===== src/rtl/msx_mouse_port.sv =====
// msx_mouse_port
//   Collects X/Y movement from the PS/2 mouse decoder into saturating signed
//   8-bit accumulators and returns them to an MSX joystick port with the MSX
//   mouse nibble protocol. Every strobe (pin 8) edge advances a 4-step phase:
//   X high nibble, X low nibble, Y high nibble, Y low nibble. The accumulators
//   are snapshotted and cleared when X high is returned. Buttons appear on the
//   trigger pins.
//
// Ports
//   clk        in   system clock
//   reset_n    in   asynchronous active-low reset
//   enable     in   mouse mode selected on this port (0 = port idle)
//   dx, dy     in   signed per-packet deltas, valid with dvalid
//   dvalid     in   one-cycle delta strobe
//   mleft_n    in   left button, active-low
//   mright_n   in   right button, active-low
//   strobe     in   joystick pin 8, asynchronous to clk
//   nibble_out out  joystick pins 1-4 (bit0 up .. bit3 right)
//   trig_a_n   out  trigger A (left button), active-low
//   trig_b_n   out  trigger B (right button), active-low
//
// Phase FSM
//   state    | meaning
//   PH_X_HI  | idle / next edge snapshots and returns X[7:4]
//   PH_X_LO  | next edge returns snapshot X[3:0]
//   PH_Y_HI  | next edge returns snapshot Y[7:4]
//   PH_Y_LO  | next edge returns snapshot Y[3:0], then back to PH_X_HI

module msx_mouse_port #(
    parameter int TIMEOUT = 40000,
    parameter int TO_W    = 16
) (
    input  logic       clk,
    input  logic       reset_n,
    input  logic       enable,
    input  logic [7:0] dx,
    input  logic [7:0] dy,
    input  logic       dvalid,
    input  logic       mleft_n,
    input  logic       mright_n,
    input  logic       strobe,
    output logic [3:0] nibble_out,
    output logic       trig_a_n,
    output logic       trig_b_n
);

    typedef enum logic [1:0] {
        PH_X_HI = 2'd0,
        PH_X_LO = 2'd1,
        PH_Y_HI = 2'd2,
        PH_Y_LO = 2'd3
    } phase_t;

    phase_t            phase_q, phase_d;
    logic              strb_s1_q, strb_s2_q, strb_s3_q;
    logic [TO_W-1:0]   to_q, to_d;
    logic [7:0]        acc_x_q, acc_x_d, acc_y_q, acc_y_d;
    logic [7:0]        snap_x_q, snap_x_d, snap_y_q, snap_y_d;
    logic [3:0]        nibble_q, nibble_d;
    logic              trig_a_q, trig_a_d, trig_b_q, trig_b_d;

    logic              strb_edge;
    logic              to_hit;
    logic              take_snap;

    // Edges are only acted on in mouse mode; the synchroniser keeps tracking
    // the pin while disabled so re-enabling produces no spurious edge.
    assign strb_edge = enable & (strb_s2_q ^ strb_s3_q);
    assign to_hit    = (to_q == TO_W'(TIMEOUT));
    assign take_snap = strb_edge & (phase_q == PH_X_HI);

    // Signed add computed at 9 bits; an overflow shows up as bit 8 != bit 7.
    function automatic logic [7:0] sat_add(input logic [7:0] a, input logic [7:0] b);
        logic [8:0] s;
        s = {a[7], a} + {b[7], b};
        if (s[8] != s[7]) begin
            return s[8] ? 8'h80 : 8'h7F;
        end
        return s[7:0];
    endfunction

    // ---------------------------------------------------------------- state
    always_ff @(posedge clk or negedge reset_n) begin
        if (!reset_n) begin
            phase_q   <= PH_X_HI;
            to_q      <= '0;
            strb_s1_q <= 1'b0;
            strb_s2_q <= 1'b0;
            strb_s3_q <= 1'b0;
            acc_x_q   <= '0;
            acc_y_q   <= '0;
            snap_x_q  <= '0;
            snap_y_q  <= '0;
            nibble_q  <= 4'h0;
            trig_a_q  <= 1'b1;
            trig_b_q  <= 1'b1;
        end else begin
            phase_q   <= phase_d;
            to_q      <= to_d;
            strb_s1_q <= strobe;
            strb_s2_q <= strb_s1_q;
            strb_s3_q <= strb_s2_q;
            acc_x_q   <= acc_x_d;
            acc_y_q   <= acc_y_d;
            snap_x_q  <= snap_x_d;
            snap_y_q  <= snap_y_d;
            nibble_q  <= nibble_d;
            trig_a_q  <= trig_a_d;
            trig_b_q  <= trig_b_d;
        end
    end

    // ----------------------------------------------------------- next state
    always_comb begin
        phase_d = phase_q;
        if (!enable) begin
            phase_d = PH_X_HI;
        end else if (strb_edge) begin
            case (phase_q)
                PH_X_HI: phase_d = PH_X_LO;
                PH_X_LO: phase_d = PH_Y_HI;
                PH_Y_HI: phase_d = PH_Y_LO;
                default: phase_d = PH_X_HI;
            endcase
        end else if ((phase_q != PH_X_HI) && to_hit) begin
            phase_d = PH_X_HI;
        end
    end

    // Inactivity timer: cleared by any edge, idle at 0 in PH_X_HI.
    always_comb begin
        to_d = '0;
        if (enable && !strb_edge && (phase_q != PH_X_HI) && !to_hit) begin
            to_d = to_q + TO_W'(1);
        end
    end

    // ------------------------------------------------------------- outputs
    always_comb begin
        nibble_d = nibble_q;
        trig_a_d = 1'b1;
        trig_b_d = 1'b1;
        if (!enable) begin
            nibble_d = 4'hF;
        end else begin
            trig_a_d = mleft_n;
            trig_b_d = mright_n;
            if (strb_edge) begin
                case (phase_q)
                    PH_X_HI: nibble_d = acc_x_q[7:4];
                    PH_X_LO: nibble_d = snap_x_q[3:0];
                    PH_Y_HI: nibble_d = snap_y_q[7:4];
                    default: nibble_d = snap_y_q[3:0];
                endcase
            end
        end
    end

    // Accumulators. On a snapshot the pre-delta value is captured and a
    // coincident delta starts the next accumulation instead of being lost.
    always_comb begin
        snap_x_d = take_snap ? acc_x_q : snap_x_q;
        snap_y_d = take_snap ? acc_y_q : snap_y_q;
        acc_x_d  = take_snap ? 8'h00 : acc_x_q;
        acc_y_d  = take_snap ? 8'h00 : acc_y_q;
        if (dvalid) begin
            acc_x_d = sat_add(acc_x_d, dx);
            acc_y_d = sat_add(acc_y_d, dy);
        end
    end

    assign nibble_out = nibble_q;
    assign trig_a_n   = trig_a_q;
    assign trig_b_n   = trig_b_q;

endmodule


===== config.mk =====
export PLATFORM = sky130hd
export DESIGN_NAME = msx_mouse_port
export DESIGN_NICKNAME = d
export VERILOG_FILES = /design/src/rtl/msx_mouse_port.sv
export SDC_FILE = /design/constraint.sdc
export NUM_CORES = 1
export LEC_CHECK = 0
export ABC_AREA = 1
export BUFFER_PORTS_ARGS = -buffer_cell sky130_fd_sc_hd__buf_2
export CAP_MARGIN = 25
export CORE_MARGIN = 3
export CORE_UTILIZATION = 30
export DETAILED_ROUTE_END_ITERATION = 7
export SETUP_SLACK_MARGIN = 0.2
export SLEW_MARGIN = 5
export SYNTH_ARGS = -nofsm -noshare
export SYNTH_HDL_FRONTEND = slang
export SYNTH_SLANG_ARGS = --single-unit

===== constraint.sdc =====
create_clock -name clk -period 3.4 [get_ports clk]
set_input_delay 0.17 -clock clk [delete_from_list [all_inputs] [get_ports clk]]
set_output_delay 0.17 -clock clk [all_outputs]
set_load 0.02 [all_outputs]

Word-level counts from Yosys, hierarchy flattened:

Cells that the tools add are included.

* output and inout port bits: 6
* word-level logic and storage cells: 57
* input port bits: 23
* register bits: 55

* equal/unequal tests: 7
* mux-type cells: 24
* bitwise gates (word level): 3
* reductions and logical operators: 8
* add/sub/neg operators: 3

Operators with widths (number)
* $mux W8: 10
* $add A8 B8 Y9: 2
* $add A16 B1 Y16 const B: 1
* $eq A16 B16 Y1 const B: 1
* $mux W16: 1
* $pmux W4 S3: 1
* $mux W4: 2
* $mux W1: 6
* $mux W2: 3
* $pmux W2 S3: 1
* $logic_and A1 B1 Y1: 4
* $ne A3 B1 Y1 const B: 1
* $and A1 B1 Y1: 2
* $eq A2 B1 Y1 const B: 1
* $eq A2 B2 Y1 const B: 1
* $logic_not A1 Y1: 2
* $logic_not A2 Y1: 1
* $ne A1 B1 Y1: 2
* $ne A2 B1 Y1 const B: 1
* $reduce_bool A2 Y1: 1
* $xor A1 B1 Y1: 1

Logic depth before layout (Yosys ltp):

* depth in word-level cells: 10
* mapped depth: 20
* mapped depth without buffers: 18

Least setup slack after synthesis:

OpenSTA, ideal clock, no wires.

* path type: flip-flop to flip-flop
* start: reg phase_q[0]
* end: reg acc_x_q[0]
* clock period less this slack: 2638 ps
* cell stages (with the launch flop): 20
* path buffers: 2
* slack: 762 ps
* arrival time: 2556 ps
* library setup time: 83 ps
* required time: 3317 ps
* path through: dfrtp_1 inv_1 ha_1 clkbuf_1 nand2_4 buf_2 nand2_1 inv_1 ha_1 inv_1 fa_1 inv_1 nand3_1 nand2_1 nand3_1 nand2_1 nand2_1 nand2_1 nand2_1 o21ai_0

* cells in the longest elaborated chain, start to end: 9
* elaborated cells between the ends (all ways): 11
* those cells by class: add/sub: 1; eq/ne: 1; mux: 7; bitwise: 1; reduce/logical: 1

RTL lines
* start, declared: line 54 `phase_t phase_q, phase_d;`
* start signal, assigned: line 98 `phase_q <= phase_d;`
* $logic_not A2 Y1 *: line 70 `assign take_snap = strb_edge & (phase_q == PH_X_HI);`
* $and A1 B1 Y1 *: line 70
* $mux W8 *: line 164 `acc_x_d = take_snap ? 8'h00 : acc_x_q;`
* $add A8 B8 Y9: line 75 `s = {a[7], a} + {b[7], b};`
* $ne A1 B1 Y1: line 76 `if (s[8] != s[7]) begin`
* $mux W1: line 76
* $mux W1: line 166 `if (dvalid) begin`
* $mux W8: line 79 `return s[7:0];`
* $mux W8 *: line 166
* net acc_x_d[0]: line 57 `logic [7:0] acc_x_q, acc_x_d, acc_y_q, acc_y_d;`
* end signal, assigned: line 90 `acc_x_q <= '0;`
* end signal, assigned: line 103 `acc_x_q <= acc_x_d;`
* end, declared: line 57

Mark *: on every way through the listed nets, which the timed path passes. The rest lies on a longest branch. The select of a mux whose other input is x is not followed.
A chain may end at the register's enable or synchronous reset.

Final worst setup path:

* start: reg phase_q[0]
* end: reg acc_x_q[2]

Same word-level chain as after synthesis.

==> reports/summary.txt <==
Syn Inst Count: 440
Clock Skew: 0.00641 ns
Inserted Clock Buffers: 5
Total track usage: 11.2%
Cell count after placement: 603
Synth area leader: dfrtp_1
Initial antenna violation count: 0
Vias in the first global route: 2733
Final hold viol count: 18
Fin Hold WS: -0.00880 ns
Failing checks: hold timing
Slew HR: 41.2%
Total power per unit cell area: 684 nW/um^2
# rows: 38
Sw frac: 39.0%
First-pass GRT wire length: 12200 um
# port buffers: 28
Most frequent cells in the layout: nand2_1, inv_1, dfrtp_1
CTS tree: done
Register share of total power: 34.4%
Die Area: 13000 um^2
Max Root-Sink Buffers: 2
Routed vias: 2772
Number of enable flip-flop cells after synthesis: 0
H-tree depth: 2
Internal power: 1.66 mW
Clock Sinks: 55
Worst-path fanout max: 14
Share of the synthesized area in the top cell type: 37.9%
Slew @ Worst Pin: 0.882 ns
Delay-heaviest family, CP: simple AND/OR/NAND/NOR gates
Comb pwr share: 43.6%
WL/cell: 11.2 um
Root Driver: clkbuf_16
Layout cell share with drive strength beyond 1: 15.2%
Largest net degree at the start of global routing: 42
Final Max Slew Viols: 0
Die Y: 114 um
CP peak stage delay: 0.40 ns
Placed inst area: 3780 um^2
Reg2Reg Setup Slack: 0.52 ns
TNS Setup: 0 ns
Drt initial violations: 137
Most used flip-flop cell after synthesis: dfrtp_1
Die width: 114 um
CP startpoint kind: register
Worst skew pair latency: 0.30 ns
Post-Layout Cell Count: 613
Pleak: 1.97 nW
Grt total ovfl: 0
Avg Vias per Cell: 4.52
DRT antenna net count: 0
Critical path class: reg -> reg
Final min period: 2.88 ns
Status: complete, but fails checks
Seq/Total Area, Yosys: 39.4%
Async SR Flop Fraction: 100%
CP Buf/Inv Count: 4
Worst-path clk slew: 0.07 ns
Most common cell after layout, fill and taps aside: nand2_1
Synth warn: 0
Clock share of power: 21.9%
FMAX: 0.347 GHz
Area growth syn-to-layout: 13.8%
Mapped Nets: 487
Final wirelength: 6890 um
Post-synth cell types: 33
RSZ-0062 raised after global routing: no
Max cap viols: 0
IO Pins: 29
Residual DRC: 0
Psw: 1.06 mW
Top post-synthesis cells by area: dfrtp_1, nand2_1, ha_1
Avg Inst Size Synth: 7.96 um^2
Netlist Area Pre-Place: 3500 um^2
Slowest-stage cell, CP: dfrtp_1
Final setup violation count: 0
Starting Density: 31.5%
Required time of the critical path: 3.62 ns
Worst vdd ir: 346 uV
Flops & latches, synth: 55
GPL Wtd Cong: 0.805
Worst Setup End Kind: register
Final Cycle Share: 84.7%
Fin area: 3990 um^2
Final Net Count: 519
DPL Wire Length: 5470 um
HP Class: in -> async
Register area: 1380 um^2
Critical path arrival: 3.10 ns
CP Cell Sequence: inv_1, ha_1, nand2_8, nand2_1, inv_1, ha_1, inv_1, fa_1, inv_1, nand3_1, nand2_1, nand3_1, nand2_1, nand2_1, nor2_1, nor2_1, a21oi_1
DRT Pass-1 Iters: 4
Layout filler cell count: 1169
Core area: 11100 um^2
Area of the multi-input gates: 1840 um^2
Diode count: 0
Setup Buffers After CTS: 0
[through the flow]
step           hold slack, ns  power, mW  worst slack [ns]  utilization [%]
3_5_place_dp            0.302       2.14             0.409             34.0
2_1_floorplan          -0.126       1.86             0.762                -
3_3_place_gp            0.303       2.11             0.499             34.0
6_report             -0.00880       2.73             0.519             35.8
4_1_cts                0.0234       2.75             0.395             35.6
5_1_grt                0.0716       3.00             0.201             35.8
[metal layers]
layer  part of all wire, %  GRT usage [%]  wire length, um
met1                    48           14.9             3340
met2                    48           18.7             3320
met3                   2.4           2.07              162
met4                  0.99           3.01               68
met5                     0              0                0
[flip-flops by register name, indices dropped and copies added (netlist names), 2 cells and up]
register,flops
to_q,16
phase_q,2
snap_y_q,8
nibble_out,4
snap_x_q,4
acc_y_q,8
acc_x_q,8
[cells in the mapped netlist (2+ instances only)]
library cell,count
ha_1,22
nand3b_1,3
dfrtp_1,53
nand4_1,9
xnor2_1,5
xor2_1,13
nand2_1,125
buf_2,2
mux2_2,11
clkbuf_1,3
or2_2,4
dfstp_2,2
nor4_1,2
a21oi_1,19
nor2_1,38
nand3_1,24
inv_1,66
o21ai_0,7
fa_1,2
nor2_4,11
nor3_1,4
a31oi_1,4
[path summary, 6_finish.rpt]
kind,start,endpoint,depth (start not counted)
max,phase_q[0]$_DFFE_PN0P_,acc_x_q[2]$_DFF_PN0_,17
min,reset_n,to_q[8]$_DFF_PN0_,1
max reg2reg,phase_q[0]$_DFFE_PN0P_,acc_x_q[2]$_DFF_PN0_,17
min reg2reg,strb_s1_q$_DFF_PN0_,strb_s2_q$_DFF_PN0_,0
max in group asynchronous,reset_n,nibble_out[2]$_DFFE_PN0P_,2
min in group clk,mleft_n,trig_a_n$_DFF_PN1_,2
[worst register-to-register path: stages (launching register included)]
cell and delay [ns]:
dfrtp_1 0.40, inv_1 0.09, ha_1 0.37, nand2_8 0.18
nand2_1 0.06, inv_1 0.07, ha_1 0.16, inv_1 0.05
fa_1 0.40, inv_1 0.07, nand3_1 0.06, nand2_1 0.14
nand3_1 0.09, nand2_1 0.06, nand2_1 0.08, nor2_1 0.21
nor2_1 0.15, a21oi_1 0.16
[cell type report]
| class | count | area share (%) |
|---|---|---|
| clock buffers | 5 | 3.14 |
| clock inverters | 3 | 1.26 |
| inverters | 67 | 6.34 |
| multi-input cells | 312 | 46.1 |
| flip-flops and latches | 55 | 34.6 |
| well taps | 140 | 4.40 |
| repair buffers | 31 | 4.14 |
[power groups by stage]
stage	Combinational, mW	Clock (mW)	Sequential [mW]
global placement	1.16	0	0.948
detailed placement	1.18	0	0.954
floorplan	0.933	0	0.931
global route	1.39	0.640	0.964
finish	1.19	0.597	0.939
CTS	1.19	0.618	0.942
[logic make-up after synthesis]
| family | share of synthesized area [%] |
|---|---|
| and+or+nand+nor | 29.7 |
| muxes | 3.86 |
| DFF | 39.4 |
| xor gates and xnor gates | 4.97 |
| buffers and inverters | 8.72 |
| adders and majority gates | 9.00 |
| AOI/OAI and AO/OA | 4.43 |
[what timing repair did]
action,CTS,global route
hold buffers,1,0
setup endpoints to repair,0,11
gates resized for setup,0,1
hold endpoints to repair,1,0
Power figures use the tool's default switching activity.
